## src/rtl/irq_entry_sequencer_pkg.sv

```systemverilog
// Shared definitions for the interrupt entry/return sequencer.
// Holds the FSM state encoding and the default widths used by the top and the context stack.
package irq_entry_sequencer_pkg;

  localparam int IRQ_NUM_W        = 4;
  localparam int DEF_PC_WIDTH     = 32;
  localparam int DEF_VECTOR_WIDTH = 8;
  localparam int DEF_VEC_SHIFT    = 2;
  localparam int DEF_MAX_NEST     = 4;

  typedef enum logic [2:0] {
    ST_IDLE     = 3'd0,
    ST_DRAIN    = 3'd1,
    ST_ACK      = 3'd2,
    ST_REDIRECT = 3'd3,
    ST_RETURN   = 3'd4
  } seq_state_e;

endpackage

```

## src/rtl/irq_entry_sequencer_ctx_stack.sv

```systemverilog
// LIFO of saved interrupt contexts ({return pc, irq number}).
// The top entry is read combinationally so a pop can latch it in the same cycle.
module irq_ctx_stack
  import irq_entry_sequencer_pkg::*;
#(
  parameter int DEPTH  = DEF_MAX_NEST,
  parameter int DATA_W = DEF_PC_WIDTH + IRQ_NUM_W
) (
  input  logic                       clk,
  input  logic                       rst,
  input  logic                       push,
  input  logic                       pop,
  input  logic [DATA_W-1:0]          push_data,
  output logic [DATA_W-1:0]          top_data,
  output logic                       full,
  output logic                       empty,
  output logic [$clog2(DEPTH+1)-1:0] count
);

  localparam int CNT_W = $clog2(DEPTH + 1);
  localparam int IDX_W = (DEPTH > 1) ? $clog2(DEPTH) : 1;

  logic [DATA_W-1:0] mem [DEPTH];
  logic [CNT_W-1:0]  count_q;
  logic [IDX_W-1:0]  wr_idx;
  logic [IDX_W-1:0]  rd_idx;

  assign wr_idx   = IDX_W'(count_q);
  assign rd_idx   = IDX_W'(count_q - 1'b1);
  assign full     = (count_q == CNT_W'(DEPTH));
  assign empty    = (count_q == '0);
  assign count    = count_q;
  assign top_data = mem[rd_idx];

  always_ff @(posedge clk) begin
    if (rst) begin
      count_q <= '0;
    end else if (push && !full) begin
      count_q <= count_q + 1'b1;
    end else if (pop && !empty) begin
      count_q <= count_q - 1'b1;
    end
  end

  // Storage needs no reset: occupancy alone decides what is valid.
  always_ff @(posedge clk) begin
    if (push && !full) begin
      mem[wr_idx] <= push_data;
    end
  end

endmodule

```

## src/rtl/irq_entry_sequencer.sv

```systemverilog
// Takes a pending vectored interrupt into the CPU (stall, drain, save context, ack, redirect)
// and unwinds it on mret (pop context, redirect back, end-of-interrupt).
//
// state    | meaning
// IDLE     | running normally; accepts mret or a new interrupt
// DRAIN    | fetch frozen, waiting for the pipeline to empty; IRQ choice may still change
// ACK      | context saved; acknowledge the IRQ to the controller
// REDIRECT | steer fetch to the handler entry
// RETURN   | steer fetch back to the saved pc and signal end-of-interrupt
module irq_entry_sequencer
  import irq_entry_sequencer_pkg::*;
#(
  parameter int VECTOR_WIDTH = DEF_VECTOR_WIDTH,
  parameter int PC_WIDTH     = DEF_PC_WIDTH,
  parameter int VEC_SHIFT    = DEF_VEC_SHIFT,
  parameter int MAX_NEST     = DEF_MAX_NEST
) (
  input  logic                          clk,
  input  logic                          rst,
  input  logic                          irq_pending,
  input  logic [IRQ_NUM_W-1:0]          irq_num,
  input  logic [VECTOR_WIDTH-1:0]       irq_vector,
  input  logic                          global_ie,
  input  logic                          pipe_drained,
  input  logic [PC_WIDTH-1:0]           resume_pc,
  input  logic                          mret,
  output logic                          stall_req,
  output logic                          irq_ack,
  output logic [IRQ_NUM_W-1:0]          irq_ack_num,
  output logic                          redirect_valid,
  output logic [PC_WIDTH-1:0]           redirect_pc,
  output logic                          eoi_valid,
  output logic [IRQ_NUM_W-1:0]          eoi_num,
  output logic [$clog2(MAX_NEST+1)-1:0] nest_depth,
  output logic                          mret_err
);

  localparam int CTX_W = PC_WIDTH + IRQ_NUM_W;

  seq_state_e                  state_q, state_d;
  logic [IRQ_NUM_W-1:0]        num_q;
  logic [VECTOR_WIDTH-1:0]     vec_q;
  logic [PC_WIDTH-1:0]         ret_pc_q;
  logic [IRQ_NUM_W-1:0]        ret_num_q;
  logic                        mret_err_q;
  logic                        push, pop;
  logic                        stk_full, stk_empty;
  logic [CTX_W-1:0]            stk_top;
  logic [PC_WIDTH-1:0]         handler_pc;

  irq_ctx_stack #(
    .DEPTH  (MAX_NEST),
    .DATA_W (CTX_W)
  ) u_ctx_stack (
    .clk       (clk),
    .rst       (rst),
    .push      (push),
    .pop       (pop),
    .push_data ({resume_pc, irq_num}),
    .top_data  (stk_top),
    .full      (stk_full),
    .empty     (stk_empty),
    .count     (nest_depth)
  );

  always_comb begin
    state_d = state_q;
    push    = 1'b0;
    pop     = 1'b0;
    unique case (state_q)
      ST_IDLE: begin
        if (mret) begin
          if (!stk_empty) begin
            pop     = 1'b1;
            state_d = ST_RETURN;
          end
        end else if (irq_pending && global_ie && !stk_full) begin
          state_d = ST_DRAIN;
        end
      end
      ST_DRAIN: begin
        if (!irq_pending) begin
          state_d = ST_IDLE;
        end else if (pipe_drained) begin
          push    = 1'b1;
          state_d = ST_ACK;
        end
      end
      ST_ACK:      state_d = ST_REDIRECT;
      ST_REDIRECT: state_d = ST_IDLE;
      ST_RETURN:   state_d = ST_IDLE;
      default:     state_d = ST_IDLE;
    endcase
  end

  always_ff @(posedge clk) begin
    if (rst) begin
      state_q    <= ST_IDLE;
      num_q      <= '0;
      vec_q      <= '0;
      ret_pc_q   <= '0;
      ret_num_q  <= '0;
      mret_err_q <= 1'b0;
    end else begin
      state_q    <= state_d;
      mret_err_q <= (state_q == ST_IDLE) && mret && stk_empty;
      // Keep tracking the controller's choice until the context is pushed.
      if (((state_q == ST_IDLE) && (state_d == ST_DRAIN)) ||
          ((state_q == ST_DRAIN) && irq_pending)) begin
        num_q <= irq_num;
        vec_q <= irq_vector;
      end
      if (pop) begin
        ret_pc_q  <= stk_top[CTX_W-1:IRQ_NUM_W];
        ret_num_q <= stk_top[IRQ_NUM_W-1:0];
      end
    end
  end

  assign handler_pc = PC_WIDTH'(vec_q) << VEC_SHIFT;

  // Pulses are masked while rst is high so an abandoned sequence never leaks an ack/redirect/eoi.
  assign stall_req      = (state_q != ST_IDLE);
  assign irq_ack        = (state_q == ST_ACK) && !rst;
  assign irq_ack_num    = irq_ack ? num_q : '0;
  assign redirect_valid = ((state_q == ST_REDIRECT) || (state_q == ST_RETURN)) && !rst;
  assign redirect_pc    = !redirect_valid ? '0 :
                          (state_q == ST_RETURN) ? ret_pc_q : handler_pc;
  assign eoi_valid      = (state_q == ST_RETURN) && !rst;
  assign eoi_num        = eoi_valid ? ret_num_q : '0;
  assign mret_err       = mret_err_q && !rst;

endmodule

```

## config.mk

```make
export PLATFORM = sky130hd
export DESIGN_NAME = irq_entry_sequencer
export DESIGN_NICKNAME = d
export VERILOG_FILES = /design/src/rtl/irq_entry_sequencer_pkg.sv /design/src/rtl/irq_entry_sequencer_ctx_stack.sv /design/src/rtl/irq_entry_sequencer.sv
export SDC_FILE = /design/constraint.sdc
export NUM_CORES = 1
export LEC_CHECK = 0
export ABC_AREA = 1
export CORE_MARGIN = 2
export CORE_UTILIZATION = 55
export DETAILED_ROUTE_END_ITERATION = 12
export DONT_BUFFER_PORTS = 1
export MAX_ROUTING_LAYER = met4
export PLACE_DENSITY = 0.7
export SETUP_SLACK_MARGIN = 0.3
export SYNTH_ARGS = -nofsm -noshare
export SYNTH_HDL_FRONTEND = slang
export SYNTH_SLANG_ARGS = --single-unit
```

## constraint.sdc

```tcl
create_clock -name clk -period 5.6 [get_ports clk]
set_clock_uncertainty 0.05 [all_clocks]
set_input_delay 1.12 -clock clk [delete_from_list [all_inputs] [get_ports clk]]
set_output_delay 1.12 -clock clk [all_outputs]
set_load 0.05 [all_outputs]
```

==> summary.md <==
| Metric | Value |
|---|---|
| Diode count | 0 |
| First DRT Iteration DRCs | 431 |
| Area of the die | 0.0153 mm2 |
| Peak supply drop | 0.311 mV |
| Kind of critical path | in -> out |
| Core area | 0.0139 mm2 |
| WP data required | 4.43 ns |
| Root Buffer Master | clkbuf_16 |
| Layer with the highest usage | met2 |
| Mean Syn Cell Area | 10.7 um2 |
| Horiz. Die Dim | 124 um |
| WL/cell | 17.6 um |
| Post-DP HPWL | 9240 um |
| Maximum achievable frequency | 0.248 GHz |
| Gr ovfl total | 0 |
| Syn Nets | 795 |
| P_leak | 3.15 nW |
| First-pass DRT Iterations | 5 |
| Global-route wire length before repair | 26,000 um |
| Routed WL | 16,800 um |
| Worst-skew pair later-pin latency | 0.42 ns |
| Post-synthesis mux area share | 0% |
| Crit start category | primary input |
| Final nets | 815 |
| Final GP Congestion | 0.829 |
| Final Max Tran Viols | 0 |
| Multi-input gate area | 0.00204 mm2 |
| Worst-Margin Slew | 0.958 ns |
| Antenna-violating nets left | 0 |
| Largest net degree at the start of global routing | 77 |
| PortBufs | 0 |
| Pwr Total | 4.53 mW |
| Pwr Density | 508 mW/mm2 |
| Worst rel slew slack | 36.0% |
| FP Rows | 43 |
| Register area share after synthesis | 68.8% |
| TritonCTS clock tree | built |
| Synth cell types | 26 |
| # fillers | 1,077 |
| Outcome | complete, no violations |
| Post_cts resized | 0 |
| Post-synthesis register bit count | 199 |
| Post-layout worst setup margin | 1.57 ns |
| Clock-pin slew of the registers on the worst-case setup and hold paths | 0.07 ns |
| Met2 Use GR | 38.5% |
| Arrival time at the worst endpoint | 2.86 ns |
| Htree depth | 4 |
| Endpoints failing setup | 0 |
| Post-Synth Adder-Cell Area | 0.793% |
| CTS sink cnt | 199 |
| Unrepaired setup endpoints after global routing | false |
| Via count | 5,294 |
| GRT Util Overall | 23.5% |
| Gate Count Post-Synth | 740 |
| Pre-CTS WS | 1.60 ns |
| IO Count | 98 |
| Setup TNS | 0 ns |
| Critical Path Sink Type | output pin |
| Most frequent cells in the layout | 185 x nor2_1, 144 x edfxtp_1, 81 x o21ai_0 |
| Clock buffer depth | 2 |
| Fraction of layout instances using a drive strength above 1 | 11.5% |
| Post-synthesis compound-gate area fraction | 10.9% |
| Vias per Instance | 5.56 |
| Number of global-route vias before repair | 5,215 |
| Post-CTS Hold Buffers | 0 |
| Die H | 124 um |
| Simple-gate share of the synthesized area | 13.9% |
| Number of setup buffers added after CTS | 0 |
| CP Max Fanout | 39 |
| Final Hold Fails | 0 |
| Synth Warn # | 0 |
| Largest family of logic cells by synthesized area | simple AND/OR/NAND/NOR gates |
| Post-synthesis xor/xnor area fraction | 0% |
| Commonest non-fill, non-tap cell in the layout | nor2_1 |
| CTS Buf Count | 17 |
| Cell Area, Synth | 0.00789 mm2 |
| Max-cap violations | 0 |
| Drt drc | 0 |
| M1 GR Usage | 28.1% |
| Worst Hold Class | reg -> reg |
| Area Overhead vs Synth | 13.1% |
| Fin crit share | 71.9% |
| Antenna violations before repair | 0 |
| Grt met3 use | 6.04% |
| Initial Util | 56.6% |
| Sequential cell area | 0.00543 mm2 |
| Minimum clock period after layout | 4.03 ns |
-- critical path, stage by stage --
cell and delay (ns):
inv_1 0.05, buf_4 0.38, nand3_1 0.17, nand2_1 0.51, inv_1 0.21, a211oi_2 0.19
buf_4 0.23
-- worst paths after layout --
path | start | endpoint | slack (ns) | cells past startpoint
worst max-delay path | rst | redirect_pc[8] | 1.57 | 7
worst min-delay path | vec_q[7] | vec_q[7] | 0.44 | 2
worst max register to register | u_ctx_stack.count[1] | u_ctx_stack.mem[2][27] | 2.70 | 6
worst min register to register | vec_q[7] | vec_q[7] | 0.44 | 2
-- area by class of cell --
class,count,area share [%]
Multi-Input combinational cell,439,22.9
Tap cell,180,2.53
Sequential cell,199,60.9
Clock buffer,18,4.81
Clock inverter,14,2.05
Inverter,57,2.40
Timing Repair Buffer,46,4.43
-- Yosys cell counts --
| master | count | area (um2) |
|---|---|---|
| nor2_1 | 188 | 706 |
| edfxtp_1 | 144 | 4320 |
| o21ai_0 | 81 | 405 |
| dfxtp_1 | 55 | 1100 |
| inv_1 | 54 | 203 |
| nand2_1 | 48 | 180 |
| o22ai_1 | 35 | 219 |
| nand3_1 | 28 | 140 |
| o21ai_1 | 26 | 130 |
| clkbuf_1 | 21 | 78.8 |
| a21oi_1 | 19 | 95.1 |
| buf_2 | 15 | 75.1 |
| ha_1 | 5 | 62.6 |
| buf_6 | 4 | 45.0 |
| buf_4 | 3 | 22.5 |
| inv_2 | 3 | 11.3 |
| nor2_4 | 2 | 22.5 |
| a211oi_1 | 1 | 7.51 |
| buf_1 | 1 | 3.75 |
| clkbuf_2 | 1 | 5.00 |
| nand2_2 | 1 | 6.26 |
| nand2_4 | 1 | 11.3 |
| nand3_2 | 1 | 10.0 |
| nand4_1 | 1 | 6.26 |
| nor3_1 | 1 | 5.00 |
| nor4b_1 | 1 | 8.76 |
-- per-stage QoR --
stage | instance area [um2] | hold slack [ns] | std cells | util [%]
final | 8920 | 0.436 | 953 | 64.0
after global routing | 8920 | 0.453 | 953 | 64.0
after CTS | 8920 | 0.438 | 953 | 64.0
after detailed placement | 8300 | 0.427 | 921 | 59.6
after global placement | 8300 | 0.415 | 921 | 59.6
after floorplan | 7890 | 0.412 | 740 | -
-- kinds of logic after synthesis --
logic type                 Yosys count
and+or+nand+nor                    272
DFF                                199
AOI/OAI and AO/OA                  162
buffers and inverters              102
adders and majority gates            5
-- power breakdown --
group          internal, mW  switching, mW
clock                 0.743          0.508
sequential             1.75          0.129
combinational         0.417          0.983
total                  2.91           1.62
-- per-layer routing --
metal,up-vias,share of wire [%]
met3,36,7.6
li1,2558,-
met1,2523,42
met2,177,48
met5,-,0
met4,0,2.0
-- flip-flops by register name (all words and copies together), names as in the netlist --
| name | cells |
|---|---|
| u_ctx_stack.count | 3 |
| mret_err_q | 1 |
| ret_pc_q | 32 |
| num_q | 4 |
| vec_q | 8 |
| state_q | 3 |
| ret_num_q | 4 |
| u_ctx_stack.mem | 144 |
No activity file was read; power rests on OpenSTA's default activity.
